$ cat src/rtl/cic_int_pipe.sv
// Time-multiplexed CIC integrator cascade: STAGES integrators per channel, one stage per cycle,
// with per-channel clear, post-reset zeroing sweep and a registered decimation read port.
module cic_int_pipe #(
  parameter int WIDTH    = 22,
  parameter int CHANNELS = 8,
  parameter int STAGES   = 4
) (
  input  logic                        clk,
  input  logic                        resetn,
  output logic                        in_ready,
  input  logic                        wr_en,
  input  logic                        clr_en,
  input  logic [$clog2(CHANNELS)-1:0] channel,
  input  logic [WIDTH-1:0]            data_in,
  output logic                        out_valid,
  output logic [$clog2(CHANNELS)-1:0] out_channel,
  output logic [WIDTH-1:0]            data_out,
  input  logic                        read_en,
  input  logic [$clog2(CHANNELS)-1:0] read_channel,
  output logic                        rd_valid,
  output logic [WIDTH-1:0]            read_data
);

  localparam int CW = $clog2(CHANNELS);
  localparam int PS = (STAGES > 1) ? STAGES - 1 : 1;
  localparam logic [CW-1:0] LAST_CH = CW'(CHANNELS - 1);

  logic [WIDTH-1:0] acc_q [STAGES][CHANNELS];
  logic [WIDTH-1:0] acc_d [STAGES][CHANNELS];

  logic [CW-1:0]    init_cnt_q, init_cnt_d;
  logic             init_busy_q, init_busy_d;
  logic             in_ready_q, in_ready_d;

  logic [PS-1:0]    p_vld_q, p_vld_d;
  logic [PS-1:0]    p_clr_q, p_clr_d;
  logic [CW-1:0]    p_ch_q [PS];
  logic [CW-1:0]    p_ch_d [PS];
  logic [WIDTH-1:0] p_x_q [PS];
  logic [WIDTH-1:0] p_x_d [PS];

  logic             out_valid_q, out_valid_d;
  logic [CW-1:0]    out_channel_q, out_channel_d;
  logic [WIDTH-1:0] data_out_q, data_out_d;
  logic             rd_valid_q, rd_valid_d;
  logic [WIDTH-1:0] read_data_q, read_data_d;

  logic             s_vld [STAGES];
  logic             s_clr [STAGES];
  logic [CW-1:0]    s_ch  [STAGES];
  logic [WIDTH-1:0] s_x   [STAGES];
  logic [WIDTH-1:0] s_sum [STAGES];

  // Stage operands: stage 0 takes the accepted request, later stages the previous stage's register.
  always_comb begin
    s_vld[0] = in_ready_q & (wr_en | clr_en) & ~resetn;
    s_clr[0] = clr_en;
    s_ch[0]  = channel;
    s_x[0]   = data_in;
    for (int k = 1; k < STAGES; k++) begin
      s_vld[k] = p_vld_q[k-1] & ~resetn;
      s_clr[k] = p_clr_q[k-1];
      s_ch[k]  = p_ch_q[k-1];
      s_x[k]   = p_x_q[k-1];
    end
    for (int k = 0; k < STAGES; k++) begin
      if (s_clr[k]) begin
        s_sum[k] = {WIDTH{1'b0}};
      end else begin
        s_sum[k] = acc_q[k][s_ch[k]] + s_x[k];
      end
    end
  end

  // Accumulator writes: the sweep owns the file until in_ready, so it never meets a live operation.
  always_comb begin
    acc_d = acc_q;
    if (init_busy_q && !resetn) begin
      for (int k = 0; k < STAGES; k++) begin
        acc_d[k][init_cnt_q] = {WIDTH{1'b0}};
      end
    end else begin
      for (int k = 0; k < STAGES; k++) begin
        if (s_vld[k]) begin
          acc_d[k][s_ch[k]] = s_sum[k];
        end else begin
          acc_d[k][s_ch[k]] = acc_q[k][s_ch[k]];
        end
      end
    end
  end

  // Sweep counter, pipeline registers, output and read-port next state.
  always_comb begin
    init_cnt_d  = init_cnt_q;
    init_busy_d = init_busy_q;
    in_ready_d  = in_ready_q;
    if (init_busy_q) begin
      if (init_cnt_q == LAST_CH) begin
        init_busy_d = 1'b0;
        in_ready_d  = 1'b1;
      end else begin
        init_cnt_d  = init_cnt_q + CW'(1);
      end
    end else begin
      init_busy_d = 1'b0;
    end

    for (int k = 0; k < PS; k++) begin
      if (k < STAGES - 1) begin
        p_vld_d[k] = s_vld[k];
        p_clr_d[k] = s_clr[k];
        p_ch_d[k]  = s_ch[k];
        p_x_d[k]   = s_sum[k];
      end else begin
        p_vld_d[k] = 1'b0;
        p_clr_d[k] = 1'b0;
        p_ch_d[k]  = {CW{1'b0}};
        p_x_d[k]   = {WIDTH{1'b0}};
      end
    end

    out_valid_d = s_vld[STAGES-1] & ~s_clr[STAGES-1];
    if (out_valid_d) begin
      out_channel_d = s_ch[STAGES-1];
      data_out_d    = s_sum[STAGES-1];
    end else begin
      out_channel_d = out_channel_q;
      data_out_d    = data_out_q;
    end

    rd_valid_d  = read_en;
    read_data_d = acc_q[STAGES-1][read_channel];
  end

  // Accumulator file: no reset, zeroed by the post-reset sweep.
  always_ff @(posedge clk) begin
    acc_q <= acc_d;
  end

  // Control and pipeline registers with synchronous reset.
  always_ff @(posedge clk) begin
    if (resetn) begin
      init_cnt_q    <= {CW{1'b0}};
      init_busy_q   <= 1'b1;
      in_ready_q    <= 1'b0;
      p_vld_q       <= {PS{1'b0}};
      p_clr_q       <= {PS{1'b0}};
      for (int k = 0; k < PS; k++) begin
        p_ch_q[k] <= {CW{1'b0}};
        p_x_q[k]  <= {WIDTH{1'b0}};
      end
      out_valid_q   <= 1'b0;
      out_channel_q <= {CW{1'b0}};
      data_out_q    <= {WIDTH{1'b0}};
      rd_valid_q    <= 1'b0;
      read_data_q   <= {WIDTH{1'b0}};
    end else begin
      init_cnt_q    <= init_cnt_d;
      init_busy_q   <= init_busy_d;
      in_ready_q    <= in_ready_d;
      p_vld_q       <= p_vld_d;
      p_clr_q       <= p_clr_d;
      for (int k = 0; k < PS; k++) begin
        p_ch_q[k] <= p_ch_d[k];
        p_x_q[k]  <= p_x_d[k];
      end
      out_valid_q   <= out_valid_d;
      out_channel_q <= out_channel_d;
      data_out_q    <= data_out_d;
      rd_valid_q    <= rd_valid_d;
      read_data_q   <= read_data_d;
    end
  end

  assign in_ready    = in_ready_q;
  assign out_valid   = out_valid_q;
  assign out_channel = out_channel_q;
  assign data_out    = data_out_q;
  assign rd_valid    = rd_valid_q;
  assign read_data   = read_data_q;

endmodule

$ cat config.mk
export PLATFORM = sky130hd
export DESIGN_NAME = cic_int_pipe
export DESIGN_NICKNAME = d
export VERILOG_FILES = /design/src/rtl/cic_int_pipe.sv
export SDC_FILE = /design/constraint.sdc
export NUM_CORES = 2
export LEC_CHECK = 0
export ABC_CLOCK_PERIOD_IN_PS = 9400
export BUFFER_PORTS_ARGS = -buffer_cell sky130_fd_sc_hd__buf_2
export CORE_MARGIN = 3
export CORE_UTILIZATION = 51
export DETAILED_ROUTE_END_ITERATION = 12
export PLACE_DENSITY = 0.74
export SLEW_MARGIN = 25
export SYNTH_ARGS = -nofsm -noshare
export SYNTH_HDL_FRONTEND = slang
export SYNTH_SLANG_ARGS = --single-unit
$ cat constraint.sdc
create_clock -name clk -period 9.4 [get_ports clk]
set_input_delay 1.41 -clock clk [delete_from_list [all_inputs] [get_ports clk]]
set_output_delay 1.41 -clock clk [all_outputs]
set_load 0.02 [all_outputs]
==> metrics.log <==
INFO  metric status = complete, no violations
INFO  metric cts_tree = built
INFO  metric power_density_over_the_cells = 219 nW/um^2
INFO  metric grt_first_pass_wirelength = 223 mm
INFO  metric setup_ws = 3290 ps
INFO  metric detail_route.vias_per_cell = 6.99
INFO  metric critPathCaptureType = flop
INFO  metric placed_instance_area = 46600 sq um
INFO  metric drt-initial-drc-count = 5880
INFO  metric top_level_ports = 83
INFO  metric routed_wirelength = 151 mm
INFO  metric routabilityCongestion = 0.945
INFO  metric setup.reg_to_reg.worst_slack = 3290 ps
INFO  metric routed_wire_length_per_instance = 28.8 um
INFO  metric grt_setup_unrepaired = no
INFO  metric max_cap_viol_count = 0
INFO  metric pin_slew_with_the_least_headroom_to_its_limit = 1130 ps
INFO  metric pre_cts_slack = 2810 ps
INFO  metric global_route_total_usage_across_every_layer = 32.3%
INFO  metric fin_nets = 4121
INFO  metric floorplan.die.height = 303 um
INFO  metric vdd.ir_drop.worst = 172 uV
INFO  metric num_rows = 108
INFO  metric initial_utilization = 51.6%
INFO  metric commonest_cells_after_routing_fill_and_taps_aside = sky130_fd_sc_hd__edfxtp_1, sky130_fd_sc_hd__nand2_1, sky130_fd_sc_hd__o21ai_0
INFO  metric worst_ep_arrival_time = 6480 ps
INFO  metric number_of_cts_inserted_buffers = 91
INFO  metric design.core.area = 87200 sq um
INFO  metric grt_start_max_net_pins = 57
INFO  metric cellLeakagePower = 18.6 nW
INFO  metric hold_buffers = 0
INFO  metric worst-r2r-cell-count = 15
INFO  metric synth-warning-count = 0
INFO  metric setup_viol = 0
INFO  metric slew_violations = 0
INFO  metric critical_path.reg2reg.endpoint = acc_q[368]$_DFFE_PP_
INFO  metric postLayoutCellArea = 49900 sq um
INFO  metric ys_async_sr_fraction = 0%
INFO  metric slew_headroom = 24.6%
INFO  metric required = 9770 ps
INFO  metric number_of_enable_type_register_cells_in_the_synthesized_netlist = 704
INFO  metric synthesis.area_per_instance = 11.3 sq um
INFO  metric whs_path_depth = 1
INFO  metric yosys.area.top_type = sky130_fd_sc_hd__edfxtp_1
INFO  metric post_synth_inst_count = 3989
INFO  metric tritoncts_num_sinks = 839
INFO  metric worstReg2RegStart = p_ch_q[0][1]$_SDFF_PP0_
INFO  metric drc_errors = 0
INFO  metric postSynth.topFlopCell = sky130_fd_sc_hd__edfxtp_1
INFO  metric numPortBuffers = 82
INFO  metric cts.path.max_buffers = 3
INFO  metric placed_cells_incl_taps = 5060
INFO  metric fin_skew = 57.5 ps
INFO  metric insertion_delay = 690 ps
INFO  metric clockRootBuffer = sky130_fd_sc_hd__clkbuf_16
INFO  metric post_cts_resize_count = 0
INFO  metric htree_num_levels = 3
INFO  metric path_type_of_the_worst_min_delay_path = reg -> reg
INFO  metric grt_pass1_vias = 35100
INFO  metric netlist.area_leader.share = 47.0%
INFO  metric die_area = 91800 sq um
INFO  metric routed-via-count = 36600
INFO  metric critPathKind = reg -> reg
INFO  metric post_synth_design_cell_area = 45000 sq um
INFO  metric max_freq = 0.164 GHz
INFO  metric cts.reportedPaths.clkPinSlew = 60 ps
INFO  metric dpl.hpwl = 95.0 mm
INFO  metric grt.overflow.total = 0
INFO  metric antenna_found_initial = 1
INFO  metric synth_seq_cells = 839
INFO  metric syn2layout_area_growth = 11.0%
INFO  metric aggregate_negative_setup_slack = 0 ps
INFO  metric synthDistinctLibCells = 92
INFO  metric layout_commonest_cell = sky130_fd_sc_hd__edfxtp_1
INFO  metric seq_area_frac_synth = 53.0%
INFO  metric hold_end = data_out[7]$_SDFFE_PP0P_
INFO  metric ant_nets = 0
INFO  metric drt_pass1_iterations = 9
INFO  metric report.final.hold_viol_count = 0
INFO  metric cp-start-kind = flop
INFO  metric post_route_cells_drive_above_1_share = 14.6%
INFO  metric critPathMaxFanout = 43
INFO  metric final_cell_count_no_fill = 5232
INFO  metric final.min_clock_period = 6110 ps
INFO  metric syn_nets = 4112
INFO  metric fp.dieW = 303 um
INFO  metric hold_start = data_out[7]$_SDFFE_PP0P_
INFO  metric post-route-period-util = 64.9%
INFO  metric postCtsSetupRepairBufs = 0
INFO  metric synth.top_cells.by_area = sky130_fd_sc_hd__edfxtp_1, sky130_fd_sc_hd__mux4_2, sky130_fd_sc_hd__dfxtp_1
[worst max-delay path: stages, from the launching register on]
cell                       delay (ps)
sky130_fd_sc_hd__dfxtp_2          310
sky130_fd_sc_hd__buf_4            520
sky130_fd_sc_hd__inv_1            490
sky130_fd_sc_hd__nor2_1           860
sky130_fd_sc_hd__a221oi_1         240
sky130_fd_sc_hd__o22ai_1          490
sky130_fd_sc_hd__ha_1             320
sky130_fd_sc_hd__fa_1             260
sky130_fd_sc_hd__a211oi_1         120
sky130_fd_sc_hd__o21ai_1          230
sky130_fd_sc_hd__nand2_1          140
sky130_fd_sc_hd__o31ai_1          510
sky130_fd_sc_hd__a311o_1          330
sky130_fd_sc_hd__xor2_1           180
sky130_fd_sc_hd__a22oi_1          560
sky130_fd_sc_hd__o21ai_0          210
[how the worst max path moves through the flow]
stage	from	end	slack, ps	cells past startpoint
after floorplan	channel[0]	acc_q[549]$_DFFE_PP_	3960	17
after global placement	channel[1]	acc_q[567]$_DFFE_PP_	2920	14
after detailed placement	channel[1]	acc_q[614]$_DFFE_PP_	2810	15
after CTS	channel[1]	acc_q[614]$_DFFE_PP_	3530	15
after global routing	channel[1]	acc_q[567]$_DFFE_PP_	3080	14
final	p_ch_q[0][1]$_SDFF_PP0_	acc_q[368]$_DFFE_PP_	3290	15
[flip-flops by register name (all words and copies together) (netlist names), 3 cells and up]
register     count
p_ch_q           9
acc_q          704
read_data       22
init_cnt_q       3
out_channel      3
data_out        22
p_vld_q          3
p_clr_q          3
p_x_q           66
[cell usage after synthesis (8+ instances only)]
library cell / number
sky130_fd_sc_hd__dfxtp_1: 135
sky130_fd_sc_hd__a22oi_1: 62
sky130_fd_sc_hd__clkbuf_8: 9
sky130_fd_sc_hd__o21bai_1: 11
sky130_fd_sc_hd__a21o_1: 42
sky130_fd_sc_hd__o21a_1: 10
sky130_fd_sc_hd__o211ai_1: 8
sky130_fd_sc_hd__a22o_1: 205
sky130_fd_sc_hd__edfxtp_1: 704
sky130_fd_sc_hd__a221oi_1: 42
sky130_fd_sc_hd__a221o_1: 83
sky130_fd_sc_hd__mux4_2: 136
sky130_fd_sc_hd__nor2_1: 294
sky130_fd_sc_hd__nor2b_1: 27
sky130_fd_sc_hd__nand2b_1: 15
sky130_fd_sc_hd__o31a_1: 8
sky130_fd_sc_hd__o21ai_1: 87
sky130_fd_sc_hd__ha_1: 86
sky130_fd_sc_hd__a31oi_1: 20
sky130_fd_sc_hd__and3_1: 15
sky130_fd_sc_hd__mux2_2: 51
sky130_fd_sc_hd__nand2_1: 627
sky130_fd_sc_hd__and2_1: 41
sky130_fd_sc_hd__buf_1: 30
sky130_fd_sc_hd__a21oi_1: 113
sky130_fd_sc_hd__o221ai_1: 65
sky130_fd_sc_hd__mux2i_1: 80
sky130_fd_sc_hd__buf_2: 37
sky130_fd_sc_hd__inv_1: 69
sky130_fd_sc_hd__o21ai_0: 369
sky130_fd_sc_hd__xnor2_1: 35
sky130_fd_sc_hd__a32oi_1: 26
sky130_fd_sc_hd__o31ai_1: 13
sky130_fd_sc_hd__or2_2: 11
sky130_fd_sc_hd__nand4_1: 9
sky130_fd_sc_hd__nand3_1: 46
sky130_fd_sc_hd__a211o_1: 12
sky130_fd_sc_hd__a211oi_1: 9
sky130_fd_sc_hd__clkbuf_1: 179
sky130_fd_sc_hd__o22ai_1: 17
sky130_fd_sc_hd__xor2_1: 26
sky130_fd_sc_hd__nor3_1: 30
sky130_fd_sc_hd__o21ai_2: 9
[report_power, final]
part,switching (mW),internal (mW)
Clock,1.62,2.25
Sequential,0.227,4.49
Combinational,1.56,0.783
Total,3.41,7.52
[kinds of logic after synthesis]
family / share of synthesized area (%)
compound gates: 19.6
xor+xnor: 1.22
fa+ha+maj: 2.57
buf+inv: 3.04
flops: 53.0
mux: 9.98
simple gates: 10.6
[final cells by class]
| type | count | area, sq um |
|---|---|---|
| fill | 7102 | 37200 |
| sequential | 839 | 23900 |
| multi-input combinational | 2822 | 20000 |
| clock buffer | 129 | 2620 |
| tap | 1155 | 1450 |
| timing repair buffer | 172 | 1090 |
| clock inverter | 42 | 629 |
| inverter | 72 | 270 |
| antenna | 1 | 2.50 |
[routing by layer]
metal	track usage, %	vias up	routed length (um)
li1	-	15500	-
met1	43.9	17400	54900
met2	48.6	3126	66100
met3	7.29	617	20600
met4	16.9	2	9120
met5	0	-	73
[stage by stage]
stage | hold slack (ps) | total power [mW] | util [%]
5_1_grt | 473 | 11.2 | 57.3
2_1_floorplan | 486 | 6.23 | -
3_3_place_gp | 437 | 6.98 | 53.5
3_5_place_dp | 447 | 7.03 | 53.5
6_report | 458 | 10.9 | 57.3
4_1_cts | 459 | 10.8 | 57.2
(Power assumes the default switching activity.)
